<file path="config.mk">
export PLATFORM = sky130hd
export DESIGN_NAME = cordic_seq_ctrl
export DESIGN_NICKNAME = d
export VERILOG_FILES = /design/src/rtl/cordic_pkg.sv /design/src/rtl/cordic_range_reduce.sv /design/src/rtl/cordic_seq_ctrl.sv
export SDC_FILE = /design/constraint.sdc
export NUM_CORES = 1
export LEC_CHECK = 0
export BUFFER_PORTS_ARGS = -buffer_cell sky130_fd_sc_hd__buf_2
export CAP_MARGIN = 20
export CORE_ASPECT_RATIO = 0.7
export CORE_UTILIZATION = 50
export DETAILED_ROUTE_END_ITERATION = 12
export PLACE_DENSITY = 0.87
export SLEW_MARGIN = 10
export SYNTH_ARGS = -nofsm -noshare
export SYNTH_HDL_FRONTEND = slang
export SYNTH_SLANG_ARGS = --single-unit
</file>
<file path="constraint.sdc">
create_clock -name clk -period 4.74 [get_ports clk]
set_clock_uncertainty 0.05 [all_clocks]
set_input_delay 1.185 -clock clk [delete_from_list [all_inputs] [get_ports clk]]
set_output_delay 1.185 -clock clk [all_outputs]
set_load 0.1 [all_outputs]
</file>
<file path="src/rtl/cordic_pkg.sv">
// cordic_pkg: Q-format constants, angle thresholds and atan table shared by the sequencer,
// the CORDIC pipeline and its models.
package cordic_pkg;
    localparam int DATA_W = 16;
    localparam int STAGES = 6;
    localparam logic [15:0] K_GAIN = 16'h26DD;
    localparam logic [15:0] ANGLE_90 = 16'h2D00;
    localparam logic [15:0] ANGLE_180 = 16'h5A00;
    localparam logic [15:0] ANGLE_270 = 16'h8700;
    localparam logic [15:0] ANGLE_360 = 16'hB400;
    // atan(2^-i) in Q8.8 degrees: 45, 26.57, 14.04, 7.13, 3.58, 1.79
    localparam logic [15:0] ATAN_Q88 [STAGES] = '{16'd11520, 16'd6801, 16'd3593, 16'd1824, 16'd916, 16'd458};

    function automatic logic [15:0] sat_neg(input logic [15:0] v);
        return (v == 16'h8000) ? 16'h7FFF : -v;
    endfunction
endpackage

</file>
<file path="src/rtl/cordic_range_reduce.sv">
// cordic_range_reduce: folds a Q9.7 full-circle angle into (-90,+90] deg as a Q8.8 target
// plus a flag saying the result must be negated.
module cordic_range_reduce
    import cordic_pkg::*;
(
    input  logic [15:0] angle_i,
    output logic [15:0] target_o,
    output logic        neg_o
);
    logic [15:0] a;
    logic [15:0] r;

    always_comb begin
        a = (angle_i >= ANGLE_360) ? angle_i - ANGLE_360 : angle_i;
        neg_o = (a > ANGLE_90) && (a <= ANGLE_270);
        r = (a <= ANGLE_90) ? a : (a <= ANGLE_270) ? a - ANGLE_180 : a - ANGLE_360;
        target_o = r << 1;
    end
endmodule

</file>
<file path="src/rtl/cordic_seq_ctrl.sv">
// cordic_seq_ctrl: request/response sequencer around the external CORDIC pipeline; tracks
// per-slot valid/sign alongside the pipeline and applies sign correction at the output.
module cordic_seq_ctrl
    import cordic_pkg::*;
#(
    parameter int          PIPE_DEPTH = 5,
    parameter int          W          = DATA_W,
    parameter logic [W-1:0] K_INIT    = K_GAIN
) (
    input  logic         clk,
    input  logic         rst,
    input  logic         in_valid,
    output logic         in_ready,
    input  logic [W-1:0] angle_in,
    output logic         out_valid,
    input  logic         out_ready,
    output logic [W-1:0] cos_out,
    output logic [W-1:0] sin_out,
    output logic         busy,
    output logic         cordic_reg_en,
    output logic [W-1:0] cordic_x_init,
    output logic [W-1:0] cordic_y_init,
    output logic [W-1:0] cordic_target_angle,
    input  logic [W-1:0] cordic_x_out,
    input  logic [W-1:0] cordic_y_out
);
    logic                stall;
    logic                en;
    logic                neg;
    logic [W-1:0]        target;
    logic [PIPE_DEPTH:0] v_q;
    logic [PIPE_DEPTH:0] n_q;
    logic                out_valid_q;
    logic [W-1:0]        cos_q, sin_q, cos_d, sin_d;
    logic [W-1:0]        x_init_q, y_init_q, target_q;

    cordic_range_reduce u_range_reduce (
        .angle_i  (angle_in),
        .target_o (target),
        .neg_o    (neg)
    );

    always_comb begin
        stall = out_valid_q && !out_ready;
        en = !stall && !rst;
        cos_d = n_q[PIPE_DEPTH] ? sat_neg(cordic_x_out) : cordic_x_out;
        sin_d = n_q[PIPE_DEPTH] ? sat_neg(cordic_y_out) : cordic_y_out;
    end

    // A single enable moves stage 0, the tracker and the output register in lockstep with the pipeline.
    always_ff @(posedge clk) begin
        if (rst) begin
            v_q         <= '0;
            n_q         <= '0;
            out_valid_q <= 1'b0;
            cos_q       <= '0;
            sin_q       <= '0;
            x_init_q    <= '0;
            y_init_q    <= '0;
            target_q    <= '0;
        end else if (en) begin
            x_init_q    <= K_INIT;
            y_init_q    <= '0;
            target_q    <= target;
            v_q         <= {v_q[PIPE_DEPTH-1:0], in_valid && in_ready};
            n_q         <= {n_q[PIPE_DEPTH-1:0], neg};
            out_valid_q <= v_q[PIPE_DEPTH];
            if (v_q[PIPE_DEPTH]) begin
                cos_q <= cos_d;
                sin_q <= sin_d;
            end
        end
    end

    assign in_ready            = en;
    assign cordic_reg_en       = en;
    assign out_valid           = out_valid_q;
    assign cos_out             = cos_q;
    assign sin_out             = sin_q;
    assign busy                = |v_q || out_valid_q;
    assign cordic_x_init       = x_init_q;
    assign cordic_y_init       = y_init_q;
    assign cordic_target_angle = target_q;
endmodule
</file>
Word level (Yosys, flattened, before mapping)
Index checks and enable logic that the tools add are counted.
- logic and storage cells: 35
- register bits after elaboration: 61
- add/subtract/negate cells: 5
- $lt $le $gt $ge: 4
- reduce and logical (&&, ||, !) cells: 10
- mux-type cells: 7
- eq/ne operators: 2
- operators with widths (operator ; count):
    16-bit 2-to-1 mux ; 5
    16-bit equality test, second input constant ; 2
    16-bit negator ; 2
    15-bit 2-to-1 mux ; 2
    16-bit greater-or-equal comparator, second input constant ; 1
    16-bit by 14-bit > comparator with 1-bit output, second input constant ; 1
    16-bit by 14-bit less-or-equal comparator with 1-bit output, second input constant ; 1
    16-bit less-or-equal comparator, second input constant ; 1
    16-bit subtractor, second input constant ; 1
    15-bit by 14-bit subtractor with 15-bit output, second input constant ; 1
    15-bit subtractor, second input constant ; 1
    6-bit OR reduction ; 1
    1-bit logical AND ; 4
    1-bit zero test ; 3
    2-bit AND reduction ; 1
    1-bit logical OR ; 1

Longest topological paths before layout
Gate-level depths: netlist of run 1.
- depth in word-level cells: 5
- mapped depth: 15
- gate-level depth less buffers: 13

By module
From an unflattened synthesis of run 1, not the netlist that was laid out.
- cell total of the unflattened synthesis: 470
- area, all modules: 3714.8 µm²
- by module, submodules not included (module ; instances ; area each (µm²) ; cells each):
    cordic_seq_ctrl ; 1 ; 3044.2 ; 380
    cordic_range_reduce ; 1 ; 670.6 ; 90

Least setup slack after synthesis of run 1
OpenSTA, ideal clock, no wires.
- kind: input-to-output
- from: input out_ready
- to: output in_ready
- stages on the path: 3
- arrival time: 3.140 ns
- setup slack: 0.365 ns
- data required time: 3.505 ns
- buffers on the path: 1
- cell sequence: nor2b_1 -> nor2_1 -> buf_4
- word-level cells in the longest chain between the ends: 4
- RTL lines (element ; line ; RTL):
    start, declared ; cordic_seq_ctrl.sv:16 ; input logic out_ready,
    1-bit zero test ; cordic_seq_ctrl.sv:44 ; stall = out_valid_q && !out_ready;
    1-bit logical AND ; cordic_seq_ctrl.sv:44 ;
    1-bit zero test ; cordic_seq_ctrl.sv:45 ; en = !stall && !rst;
    1-bit logical AND ; cordic_seq_ctrl.sv:45 ;
    end, declared ; cordic_seq_ctrl.sv:13 ; output logic in_ready,
Every way passes these cells.

Worst setup path after layout of run 1
- from: input angle_in[10]
- to: register target_q[14] (netlist: cordic_target_angle[14])
- word-level cells in the longest chain between the ends: 5
- elaborated cells between the ends (all ways): 9
- classes of those cells: 3 x add/sub; 3 x order compare; 3 x mux
- RTL lines (element ; line ; RTL):
    start, declared ; cordic_seq_ctrl.sv:14 ; input logic [W-1:0] angle_in,
    16-bit subtractor / 16-bit greater-or-equal comparator (equally long branches) ; cordic_range_reduce.sv:14 ; a = (angle_i >= ANGLE_360) ? angle_i - ANGLE_360 : angle_i;
    16-bit 2-to-1 mux * ; cordic_range_reduce.sv:14 ;
    15-bit by 14-bit subtractor with 15-bit output (tied with other cells) ; cordic_range_reduce.sv:16 ; r = (a <= ANGLE_90) ? a : (a <= ANGLE_270) ? a - ANGLE_180 : a - ANGLE_360;
    15-bit 2-to-1 mux ; cordic_range_reduce.sv:16 ;
    15-bit 2-to-1 mux * ; cordic_range_reduce.sv:16 ;
    end signal, assigned ; cordic_seq_ctrl.sv:64 ; target_q <= target;
    end, declared ; cordic_seq_ctrl.sv:35 ; logic [W-1:0] x_init_q, y_init_q, target_q;
Every way passes the cells marked *; elsewhere a longest branch is shown, timed or not.
A chain may end at the register's enable or synchronous reset.

==> results of run 1 <==
stage by stage:
stage | worst slack, ns | std cells | utilization (%) | area (um^2) | hold WS, ns
after floorplan | 0.365 | 487 | - | 3800 | 0.382
after global placement | 0.345 | 636 | 59.5 | 4150 | 0.386
after detailed placement | 0.229 | 636 | 59.5 | 4150 | 0.392
after CTS | 0.576 | 652 | 62.4 | 4360 | 0.401
after global routing | 0.316 | 653 | 62.6 | 4370 | 0.418
final | 0.466 | 653 | 62.6 | 4370 | 0.398
cells by family after synthesis:
group | synth area share (%)
multiplexers | 1.38
buffers and inverters | 10.7
adder cells (fa/ha/maj) | 1.68
other | 0.101
XOR/XNOR | 7.98
AND/OR/NAND/NOR | 21.7
AO/OA/AOI/OAI | 23.6
flip-flops | 32.9
registers in the layout, indices dropped and copies added (netlist names):
name,count
cordic_target_angle,15
cordic_x_init,1
cos_out,16
n_q,6
out_valid,1
sin_out,16
v_q,6
metal layers:
| layer | GRT usage (%) | wire, um | share of wire, % | up-vias |
|---|---|---|---|---|
| li1 | - | - | - | 1773 |
| met1 | 33.4 | 4500 | 47 | 1667 |
| met2 | 39.1 | 4360 | 45 | 174 |
| met3 | 5.61 | 640 | 6.7 | 11 |
| met4 | 8.14 | 114 | 1.2 | 0 |
| met5 | 0 | 0 | 0 | - |
worst register-to-register path: stages (launching register included):
cell and delay, ns:
dfxtp_1 0.33, nor2b_2 0.16, nor2_1 0.29, nand2_1 0.45
nor2_1 0.94, a22oi_1 0.22
final timing paths:
| kind | from | endpoint | slack, ns | cells after the start |
|---|---|---|---|---|
| hold / removal | cordic_target_angle[9] | cordic_target_angle[9] | 0.40 | 2 |
| setup / recovery | angle_in[10] | cordic_target_angle[14] | 0.47 | 14 |
| hold reg to reg | cordic_target_angle[9] | cordic_target_angle[9] | 0.40 | 2 |
| setup reg to reg | out_valid | cos_out[12] | 2.13 | 5 |
cell usage in the layout (no fill, tap or decap), drive strengths merged, types with 3 or more instances in the layout:
cell type  Yosys  layout
o21ai         24      24
nor3           8       8
nor4           6       6
conb           1      24
nand2         92      92
buf           40     115
or2            4       4
inv           12      14
mux2i          4       4
or3            3       3
nand3          3       3
nand2b         4       4
or4            7       7
nor2          20      20
xnor2         10      10
a21oi         34      34
a22oi         31      31
nor2b          4       4
xor2          23      23
ha             5       5
o31ai          8       8
dfxtp         61      61
o41ai          3       3
clkbuf        19      10
o211ai         4       4
final cells by class:
type,instances,area [um^2]
fillers,635,2610
multi-input cells,355,2190
flip-flops and latches,61,1220
repair buffers,115,589
clock buffers,10,138
well taps,94,118
clock inverters,6,68.8
inverters,12,45.0
power groups by stage:
stage	clock network, W	registers [W]	logic (W)
floorplan	0	0.000644	0.000248
global placement	0	0.000550	0.000394
detailed placement	0	0.000551	0.000397
CTS	0.000491	0.000539	0.000398
global route	0.000514	0.000541	0.000421
finish	0.000481	0.000539	0.000402
==> metrics.md, run 1 <==
| Metric | Value |
|---|---|
| Io pins | 136 |
| Register area share after synthesis | 32.9% |
| Clock power frac | 33.8% |
| DRT iter0 DRCs | 235 |
| FP Rows | 25 |
| Fraction of synthesis flops using an asynchronous set or reset pin | 0% |
| Min-delay worst type | reg -> reg |
| DRC | 0 |
| RD Place Congestion | 0.893 |
| Syn Inst Count | 464 |
| CP top delay family | simple AND/OR/NAND/NOR gates |
| Slew Viols, Final | 0 |
| Largest cells by area after synthesis | dfxtp_1 33%, nand2_1 9.3%, buf_4 6.9%, a22oi_1 6.3%, xor2_1 5.4% |
| Chip width | 105 um |
| Setup Viol. Count Final | 0 |
| Crit path kind | in -> reg |
| Crit start category | primary input |
| Antenna viol nets, final | 0 |
| Top cell type's share of synthesized area | 32.9% |
| Layout area overhead | 17.5% |
| Leakage | 2.04 nW |
| Vias/cell | 5.55 |
| Die H | 74.1 um |
| Post-synth top area cell | dfxtp_1 |
| Pwr per Cell Area | 326 nW/um^2 |
| Die footprint | 7790 um^2 |
| Post-synthesis cell type count | 63 |
| Per-cell routed wire length | 14.7 um |
| GR Overflow Total | 0 |
| CP dominant cell by count | ha_1 |
| Fmax | 234 MHz |
| Worst relative slew slack | 30.0% |
| Ys Warns | 0 |
| Arrival time worst endpoint | 4.42 ns |
| Initial DRT Pass Iterations | 5 |
| Clock buffer depth | 2 |
| Synth Flop Type | dfxtp_1 |
| TritonCTS Buffers | 9 |
| Worst path max stage delay | 0.50 ns |
| Int Pwr | 0.000866 W |
| CTS tree | built |
| Port buffer count | 111 |
| MaxCap Viol Count | 0 |
| Peak supply drop | 0.189 mV |
| Period minus WS final | 4.27 ns |
| CP max FO | 10 |
| Worst skew pair latency | 0.34 ns |
| Sw frac | 39.1% |
| Final WL | 9.62 mm |
| Clock transition at the registers of the reported paths | 0.07 ns |
| Post-CTS setup buffer count | 0 |
| Number of synthesized register bits | 61 |
| Overall power | 0.00142 W |
| Post-DP HPWL | 7.06 mm |
| # hold bufs at CTS | 0 |
| Status | finished, final reports clean |
| Post-cts repair resize count | 0 |
| Synth top cells by count | 92 x nand2_1, 61 x dfxtp_1, 34 x buf_4 |
| Root buffer cell | clkbuf_8 |
| Core footprint | 6980 um^2 |
| Setup TNS | 0 ns |
| Layout cells sized above 1 | 26.7% |
| Worst Tran Pin Value | 1.05 ns |
| CTS H-tree depth | 3 |
| Antenna diode count | 0 |
| Final period util | 90.2% |
| Req. time, crit path | 4.89 ns |
| CP bufs+invs | 2 |
| Final hold viol count | 0 |
| Synthesized area per cell | 8.01 um^2 |
| Clk sinks | 61 |
| Starting density of the core | 53.3% |
| Crit path cell chain | buf_2 > inv_1 > ha_1 > and3b_1 > o21a_1 > nor2_1 > xnor2_1 > ha_1 > nand3_1 > a21oi_1 > nor3_2 > nand2_1 > and4_1 > or4_1 |
| Critical path's slowest cell | or4_1 |
| Sequential Power Share | 37.9% |
| CP Capture Type | flop |
| Logic pwr share | 28.2% |
| Most instantiated library cell after synthesis | nand2_1 |
| P_sw | 0.000555 W |
| First-pass GRT wire length | 15.1 mm |
| Vias in the first global route | 3,233 |
| Routed vias | 3,625 |
| RSZ-0062 raised after global routing | no |
| Antenna violations before repair | 0 |
| Total track usage | 24.5% |
| Number of enable flip-flop cells after synthesis | 0 |
| Largest net degree at the start of global routing | 35 |
| Mapped Area | 3720 um^2 |
| Fin nets | 611 |
Power figures use the tool's default switching activity.
==> inputs of run 2 (changes only) <==
--- a/config.mk
+++ b/config.mk
@@ -5,13 +5,14 @@
 export SDC_FILE = /design/constraint.sdc
 export NUM_CORES = 1
 export LEC_CHECK = 0
+export ABC_AREA = 1
 export BUFFER_PORTS_ARGS = -buffer_cell sky130_fd_sc_hd__buf_2
 export CAP_MARGIN = 20
 export CORE_ASPECT_RATIO = 0.7
 export CORE_UTILIZATION = 50
 export DETAILED_ROUTE_END_ITERATION = 12
 export PLACE_DENSITY = 0.87
-export SLEW_MARGIN = 10
+export SLEW_MARGIN = 20
 export SYNTH_ARGS = -nofsm -noshare
 export SYNTH_HDL_FRONTEND = slang
 export SYNTH_SLANG_ARGS = --single-unit
==> metrics.md, run 2 <==
| Metric | Value |
|---|---|
| Status | finished, final reports clean (unchanged) |
| Root buffer cell | clkbuf_8 (unchanged) |
| Total track usage | 23.5% (was 24.5%) |
| Sequential Power Share | 37.5% (was 37.9%) |
| RD Place Congestion | 0.977 (was 0.893) |
| Top cell type's share of synthesized area | 32.7% (was 32.9%) |
| Slew Viols, Final | 0 (unchanged) |
| Antenna violations before repair | 0 (unchanged) |
| Fraction of synthesis flops using an asynchronous set or reset pin | 0% (unchanged) |
| Stages on the worst setup path | 3 (was 14) |
| Most instantiated library cell after synthesis | nand2_1 (unchanged) |
| Leakage | 2.35 nW (was 2.04 nW) |
| Largest net degree at the start of global routing | 33 (was 35) |
| Initial DRT Pass Iterations | 5 (unchanged) |
| Int Pwr | 0.000856 W (was 0.000866 W) |
| Met1 usage | 31.7% (was 33.4%) |
| Post-CTS setup buffer count | 0 (unchanged) |
| CP bufs+invs | 2 (unchanged) |
| Core footprint | 6980 um^2 (unchanged) |
| Antenna diode count | 0 (unchanged) |
| Die H | 74.3 um (was 74.1 um) |
| Antenna viol nets, final | 0 (unchanged) |
| Clock buffer depth | 2 (unchanged) |
| DRT iter0 DRCs | 225 (was 235) |
| MaxCap Viol Count | 0 (unchanged) |
| Per-cell routed wire length | 12.3 um (was 14.7 um) |
| Final hold viol count | 0 (unchanged) |
| Vias/cell | 4.99 (was 5.55) |
| M3 GR Usage | 6.05% (was 5.61%) |
| GR Overflow Total | 0 (unchanged) |
| Final period util | 73.5% (was 90.2%) |
| CP dominant cell by count | buf_2 (was ha_1) |
| Layout cells sized above 1 | 25.7% (was 26.7%) |
| Crit start category | primary input (unchanged) |
| # hold bufs at CTS | 0 (unchanged) |
| Period minus WS final | 3.49 ns (was 4.27 ns) |
| Number of enable flip-flop cells after synthesis | 0 (unchanged) |
| Pwr per Cell Area | 328 nW/um^2 (was 326 nW/um^2) |
| Register area share after synthesis | 32.7% (was 32.9%) |
| Critical path's slowest cell | buf_2 (was or4_1) |
| Synth top cells by count | 118 x nand2_1, 70 x nor2_1, 61 x dfxtp_1 (was 92 x nand2_1, 61 x dfxtp_1, 34 x buf_4) |
| Arrival time worst endpoint | 2.25 ns (was 4.42 ns) |
| Met2 Use GR | 37.5% (was 39.1%) |
| Clk sinks | 61 (unchanged) |
| Sw frac | 40.6% (was 39.1%) |
| FP Rows | 25 (unchanged) |
| CP Capture Type | primary output (was flop) |
| Crit path kind | in -> out (was in -> reg) |
| Starting density of the core | 53.6% (was 53.3%) |
| CP top delay family | buffers and inverters (was simple AND/OR/NAND/NOR gates) |
| Crit path cell chain | buf_2 > nor2_2 > buf_2 (was buf_2 > inv_1 > ha_1 > and3b_1 > o21a_1 > nor2_1 > xnor2_1 > ha_1 > nand3_1 > a21oi_1 > nor3_2 > nand2_1 > and4_1 > or4_1) |
| Ys Warns | 0 (unchanged) |
| Layout area overhead | 17.5% (about the same) |
| Mapped Area | 3740 um^2 (was 3720 um^2) |
| Fmax | 287 MHz (was 234 MHz) |
| Worst Tran Pin Value | 1.01 ns (was 1.05 ns) |
| Commonest non-fill, non-tap cell in the layout | nand2_1 (was buf_2) |
| Min-delay worst type | reg -> reg (unchanged) |
| Worst relative slew slack | 32.7% (was 30.0%) |
| Number of synthesized register bits | 61 (unchanged) |
| Port buffer count | 111 (unchanged) |
| Most frequent cells in the layout | 118 x nand2_1, 111 x buf_2, 70 x nor2_1 (was 111 x buf_2, 92 x nand2_1, 61 x dfxtp_1) |
| Fin nets | 705 (was 611) |
| Reg2reg start | n_q[5] (was out_valid) |
| Die footprint | 7830 um^2 (was 7790 um^2) |
| Final Core Density | 62.9% (was 62.6%) |
| Routed vias | 3,731 (was 3,625) |
| First-pass GRT wire length | 14.8 mm (was 15.1 mm) |
| Min-delay src | n_q[3] (was cordic_target_angle[9]) |
| CTS H-tree depth | 3 (unchanged) |
| Peak supply drop | 0.202 mV (was 0.189 mV) |
| Vias in the first global route | 3,236 (was 3,233) |
| Post-synth top area cell | dfxtp_1 (unchanged) |
| Post-DP HPWL | 6.82 mm (was 7.06 mm) |
| Synth Flop Type | dfxtp_1 (unchanged) |
| Clock power frac | 32.3% (was 33.8%) |
| Setup Viol. Count Final | 0 (unchanged) |
| Most Crowded Layer GR | met2 (unchanged) |
| Final WL | 9.22 mm (was 9.62 mm) |
| R2R depth | 5 (unchanged) |
| Clock transition at the registers of the reported paths | 0.07 ns (about the same) |
| Hold depth | 2 (unchanged) |
| Logic pwr share | 30.2% (was 28.2%) |
| Post-cts repair resize count | 0 (unchanged) |
| Worst path max stage delay | 0.51 ns (was 0.50 ns) |
| Req. time, crit path | 3.50 ns (was 4.89 ns) |
| Critical path origin | rst (was angle_in[10]) |
| Post-synthesis cell type count | 40 (was 63) |
| Chip width | 105 um (about the same) |
| Largest cells by area after synthesis | dfxtp_1 33%, nand2_1 12%, nor2_1 7.0%, buf_4 6.6%, inv_1 5.4% (was dfxtp_1 33%, nand2_1 9.3%, buf_4 6.9%, a22oi_1 6.3%, xor2_1 5.4%) |
| P_sw | 0.000585 W (was 0.000555 W) |
| TritonCTS Buffers | 9 (unchanged) |
| Syn Inst Count | 552 (was 464) |
| Setup TNS | 0 ns (unchanged) |
| Synthesized area per cell | 6.77 um^2 (was 8.01 um^2) |
| RSZ-0062 raised after global routing | no (unchanged) |
| Io pins | 136 (unchanged) |
| CTS tree | built (unchanged) |
| DRC | 0 (unchanged) |
| Worst skew pair latency | 0.34 ns (about the same) |
| CP max FO | 13 (was 10) |
| Placed Instance Area | 4190 um^2 (was 4150 um^2) |
| Post-route cell area | 4390 um^2 (was 4370 um^2) |
==> run 2: cell types whose count changed in the layout (fill, tap and decap cells not counted), moves of 13 or more <==
cell     change
a22oi_1     -28
nand3_1     +29
nor2_1      +50
nand2_1     +26
o21ai_0     +15
inv_1       +43
nand2_2     +13
==> run 2: cell families after synthesis <==
family	count (synthesis)	synth area share [%]
adder cells (fa/ha/maj)	5	1.67
AO/OA/AOI/OAI	91	14.4
flip-flops	61	32.7
AND/OR/NAND/NOR	259	30.9
XOR/XNOR	24	5.63
buffers and inverters	111	14.6
other	1	0.100
==> run 2: path summary, 6_finish.rpt <==
| kind | endpoint | slack (ns) |
|---|---|---|
| max reg2reg | sin_out[5] | 2.39 |
| min | n_q[3] | 0.40 |
| min reg2reg | n_q[3] | 0.40 |
| max | cordic_reg_en | 1.25 |
==> run 2: stage by stage <==
stage / total power [W] / setup slack (ns) / std cells / hold WS (ns)
floorplan: 0.000926 / 0.829 / 575 / 0.380
global placement: 0.000980 / 1.29 / 731 / 0.388
detailed placement: 0.000985 / 1.12 / 731 / 0.395
CTS: 0.00145 / 1.27 / 747 / 0.405
global route: 0.00151 / 1.22 / 747 / 0.424
finish: 0.00144 / 1.25 / 747 / 0.404
==> run 2: power groups by stage <==
stage | sequential [W] | clock [W] | combinational, W
5_1_grt | 0.000543 | 0.000503 | 0.000459
6_report | 0.000541 | 0.000465 | 0.000435
3_5_place_dp | 0.000553 | 0 | 0.000432
2_1_floorplan | 0.000658 | 0 | 0.000268
4_1_cts | 0.000541 | 0.000476 | 0.000433
3_3_place_gp | 0.000553 | 0 | 0.000428
==> run 2: worst register-to-register path: stages, from the launching register on <==
cell	delay, ns
dfxtp_1	0.93
inv_1	0.51
or2_2	0.44
xnor2_1	0.12
nor2_1	0.09
a21oi_1	0.05
==> run 2: final cells by class <==
| type | count | area (um^2) |
|---|---|---|
| clock buffer | 9 | 124 |
| clock inverter | 7 | 73.8 |
| fill | 665 | 2580 |
| inverter | 60 | 228 |
| multi-input combinational | 403 | 2060 |
| sequential | 61 | 1220 |
| tap | 94 | 118 |
| timing repair buffer | 113 | 571 |
==> run 2: layer usage <==
metal	share of wire [%]	up-vias
met2	43	144
li1	-	1899
met4	1.0	0
met5	0	-
met1	48	1677
met3	7.7	11
==> inputs of run 3 (changes only) <==
==> constraint.sdc (replaced) <==
create_clock -name clk -period 3.6 [get_ports clk]
set_clock_uncertainty 0.05 [all_clocks]
set_input_delay 0.9 -clock clk [delete_from_list [all_inputs] [get_ports clk]]
set_output_delay 0.9 -clock clk [all_outputs]
set_load 0.1 [all_outputs]
==> metrics.md, run 3 (synthesis gave the netlist of run 2 again) <==
| Metric | Value |
|---|---|
| Setup Viol. Count Final | 0 (unchanged) |
| Arrival time worst endpoint | 3.17 ns (was 2.25 ns) |
| Clock buffer depth | 2 (unchanged) |
| Setup TNS | 0 ns (unchanged) |
| Vias in the first global route | 3,253 (was 3,236) |
| GR Overflow Total | 0 (unchanged) |
| Status | finished, final reports clean (unchanged) |
| Min-delay worst type | reg -> reg (unchanged) |
| Min-delay src | n_q[3] (unchanged) |
| Total track usage | 23.7% (was 23.5%) |
| Final WL | 9.16 mm (was 9.22 mm) |
| Crit path kind | in -> reg (was in -> out) |
| Layout cells sized above 1 | 25.8% (was 25.7%) |
| Commonest non-fill, non-tap cell in the layout | nand2_1 (unchanged) |
| # hold bufs at CTS | 0 (unchanged) |
| Antenna diode count | 0 (unchanged) |
| DRC | 0 (unchanged) |
| Chip width | 105 um (unchanged) |
| Worst Hold Path EP | n_q[3] (unchanged) |
| Die H | 74.3 um (unchanged) |
| Clock power frac | 32.2% (was 32.3%) |
| Starting density of the core | 53.6% (unchanged) |
| Worst relative slew slack | 34.9% (was 32.7%) |
| Reg2reg start | out_valid (was n_q[5]) |
| CP Capture Type | flop (was primary output) |
| CP top delay family | simple AND/OR/NAND/NOR gates (was buffers and inverters) |
| DRT iter0 DRCs | 222 (was 225) |
| Leakage | 2.35 nW (about the same) |
| CP max FO | 8 (was 13) |
| Pwr per Cell Area | 430 nW/um^2 (was 328 nW/um^2) |
| CP bufs+invs | 5 (was 2) |
| Critical R2R Capture | sin_out[1] (was sin_out[5]) |
| R2R depth | 8 (was 5) |
| Post-DP HPWL | 6.95 mm (was 6.82 mm) |
| Largest net degree at the start of global routing | 33 (unchanged) |
| Sw frac | 39.6% (was 40.6%) |
| Routed vias | 3,735 (was 3,731) |
| Worst skew pair latency | 0.33 ns (was 0.34 ns) |
| RSZ-0062 raised after global routing | no (unchanged) |
| CP dominant cell by count | nand2_1 (was buf_2) |
| Clock transition at the registers of the reported paths | 0.06 ns (was 0.07 ns) |
| Final hold viol count | 0 (unchanged) |
| Root buffer cell | clkbuf_8 (unchanged) |
| Hold depth | 2 (unchanged) |
| Crit start category | primary input (unchanged) |
| Logic pwr share | 30.2% (about the same) |
| Die footprint | 7830 um^2 (unchanged) |
| Antenna violations before repair | 0 (unchanged) |
| Period minus WS final | 2.99 ns |
| P_sw | 0.000751 W (was 0.000585 W) |
| CTS H-tree depth | 3 (unchanged) |
| Crit path cell chain | buf_2 > inv_1 > ha_1 > inv_1 > nand2_2 > nand2_2 > nand2_2 > nand2_8 > nand2_2 > nand2_4 > inv_2 > ha_1 > nand3_1 > or2_2 > nand2_1 > inv_1 > nand2_2 > nand2_4 > nand2_1 > nand2_1 > nand2_1 > nand2_1 > nand2_1 > nand2_1 (was buf_2 > nor2_2 > buf_2) |
| Antenna viol nets, final | 0 (unchanged) |
| First-pass GRT wire length | 14.8 mm (about the same) |
| Port buffer count | 111 (unchanged) |
| Fmax | 334 MHz |
| WHS | 0.404 ns (about the same) |
| Per-cell routed wire length | 12.2 um (was 12.3 um) |
| Worst Tran Pin Value | 0.976 ns (was 1.01 ns) |
| Initial DRT Pass Iterations | 5 (unchanged) |
| RD Place Congestion | 0.915 (was 0.977) |
| Req. time, crit path | 3.77 ns (was 3.50 ns) |
| Worst path max stage delay | 0.30 ns (was 0.51 ns) |
| Io pins | 136 (unchanged) |
| Int Pwr | 0.00115 W (was 0.000856 W) |
| Core footprint | 6980 um^2 (unchanged) |
| Clk sinks | 61 (unchanged) |
| Sequential Power Share | 37.5% (about the same) |
| Post-CTS setup buffer count | 0 (unchanged) |
| Fin nets | 707 (was 705) |
| TritonCTS Buffers | 9 (unchanged) |
| FP Rows | 25 (unchanged) |
| MaxCap Viol Count | 0 (unchanged) |
| Peak supply drop | 0.253 mV (was 0.202 mV) |
| Vias/cell | 4.99 (about the same) |
| Layout area overhead | 18.0% (was 17.5%) |
| Reg2Reg Setup Slack | 1.21 ns (was 2.39 ns) |
| CTS tree | built (unchanged) |
| Critical path's slowest cell | or2_2 (was buf_2) |
| Slew Viols, Final | 0 (unchanged) |
| Most frequent cells in the layout | 118 x nand2_1, 111 x buf_2, 70 x nor2_1 (unchanged) |
| Final period util | 83.2% |
| Post-cts repair resize count | 0 (unchanged) |
run 3: layout make-up:
class | instances | area (um^2)
inverters | 60 | 228
repair buffers | 115 | 586
multi-input cells | 403 | 2060
well taps | 94 | 118
fillers | 639 | 2570
flip-flops and latches | 61 | 1220
clock inverters | 5 | 58.8
clock buffers | 11 | 141
run 3: through the flow:
stage                     util [%]  setup slack (ns)  cell area (um^2)  total power [W]  std cells
after detailed placement      60.3             0.283              4210          0.00130        733
after CTS                     63.2             0.623              4410          0.00191        749
final                         63.2             0.607              4410          0.00190        749
after floorplan                  -             0.259              3820          0.00122        575
after global placement        60.3             0.480              4210          0.00129        733
after global routing          63.2             0.375              4410          0.00198        749
run 3: power groups by stage:
stage	logic (W)	clock network (W)	registers, W
global route	0.000608	0.000662	0.000714
detailed placement	0.000570	0	0.000727
global placement	0.000561	0	0.000726
CTS	0.000572	0.000625	0.000711
floorplan	0.000352	0	0.000867
finish	0.000574	0.000612	0.000711
run 3: routing by layer:
metal  track usage [%]  routed length, um  vias to the layer above
li1                  -                  -                     1905
met1              31.2               4240                     1675
met2              39.5               4180                      147
met3              5.61                658                        8
met4              6.42                 80                        0
met5                 0                  0                        -
run 3: worst max path at each step:
stage                       startpoint                       to  slack (ns)  depth (start not counted)
after global routing      angle_in[10]  cordic_target_angle[14]        0.37                         22
after global placement    angle_in[10]  cordic_target_angle[14]        0.48                         24
final                     angle_in[10]  cordic_target_angle[14]        0.61                         24
after detailed placement  angle_in[10]  cordic_target_angle[14]        0.28                         22
after CTS                 angle_in[10]  cordic_target_angle[14]        0.62                         24
after floorplan              out_ready                 in_ready        0.26                          3
run 3: worst register-to-register path, cell delays in order, from the launching register on:
cell,delay [ns]
dfxtp_1,0.33
inv_1,0.06
nor2_1,0.05
nor2_2,0.35
inv_1,0.24
nor2_1,0.31
inv_1,0.51
a32o_1,0.39
inv_1,0.05
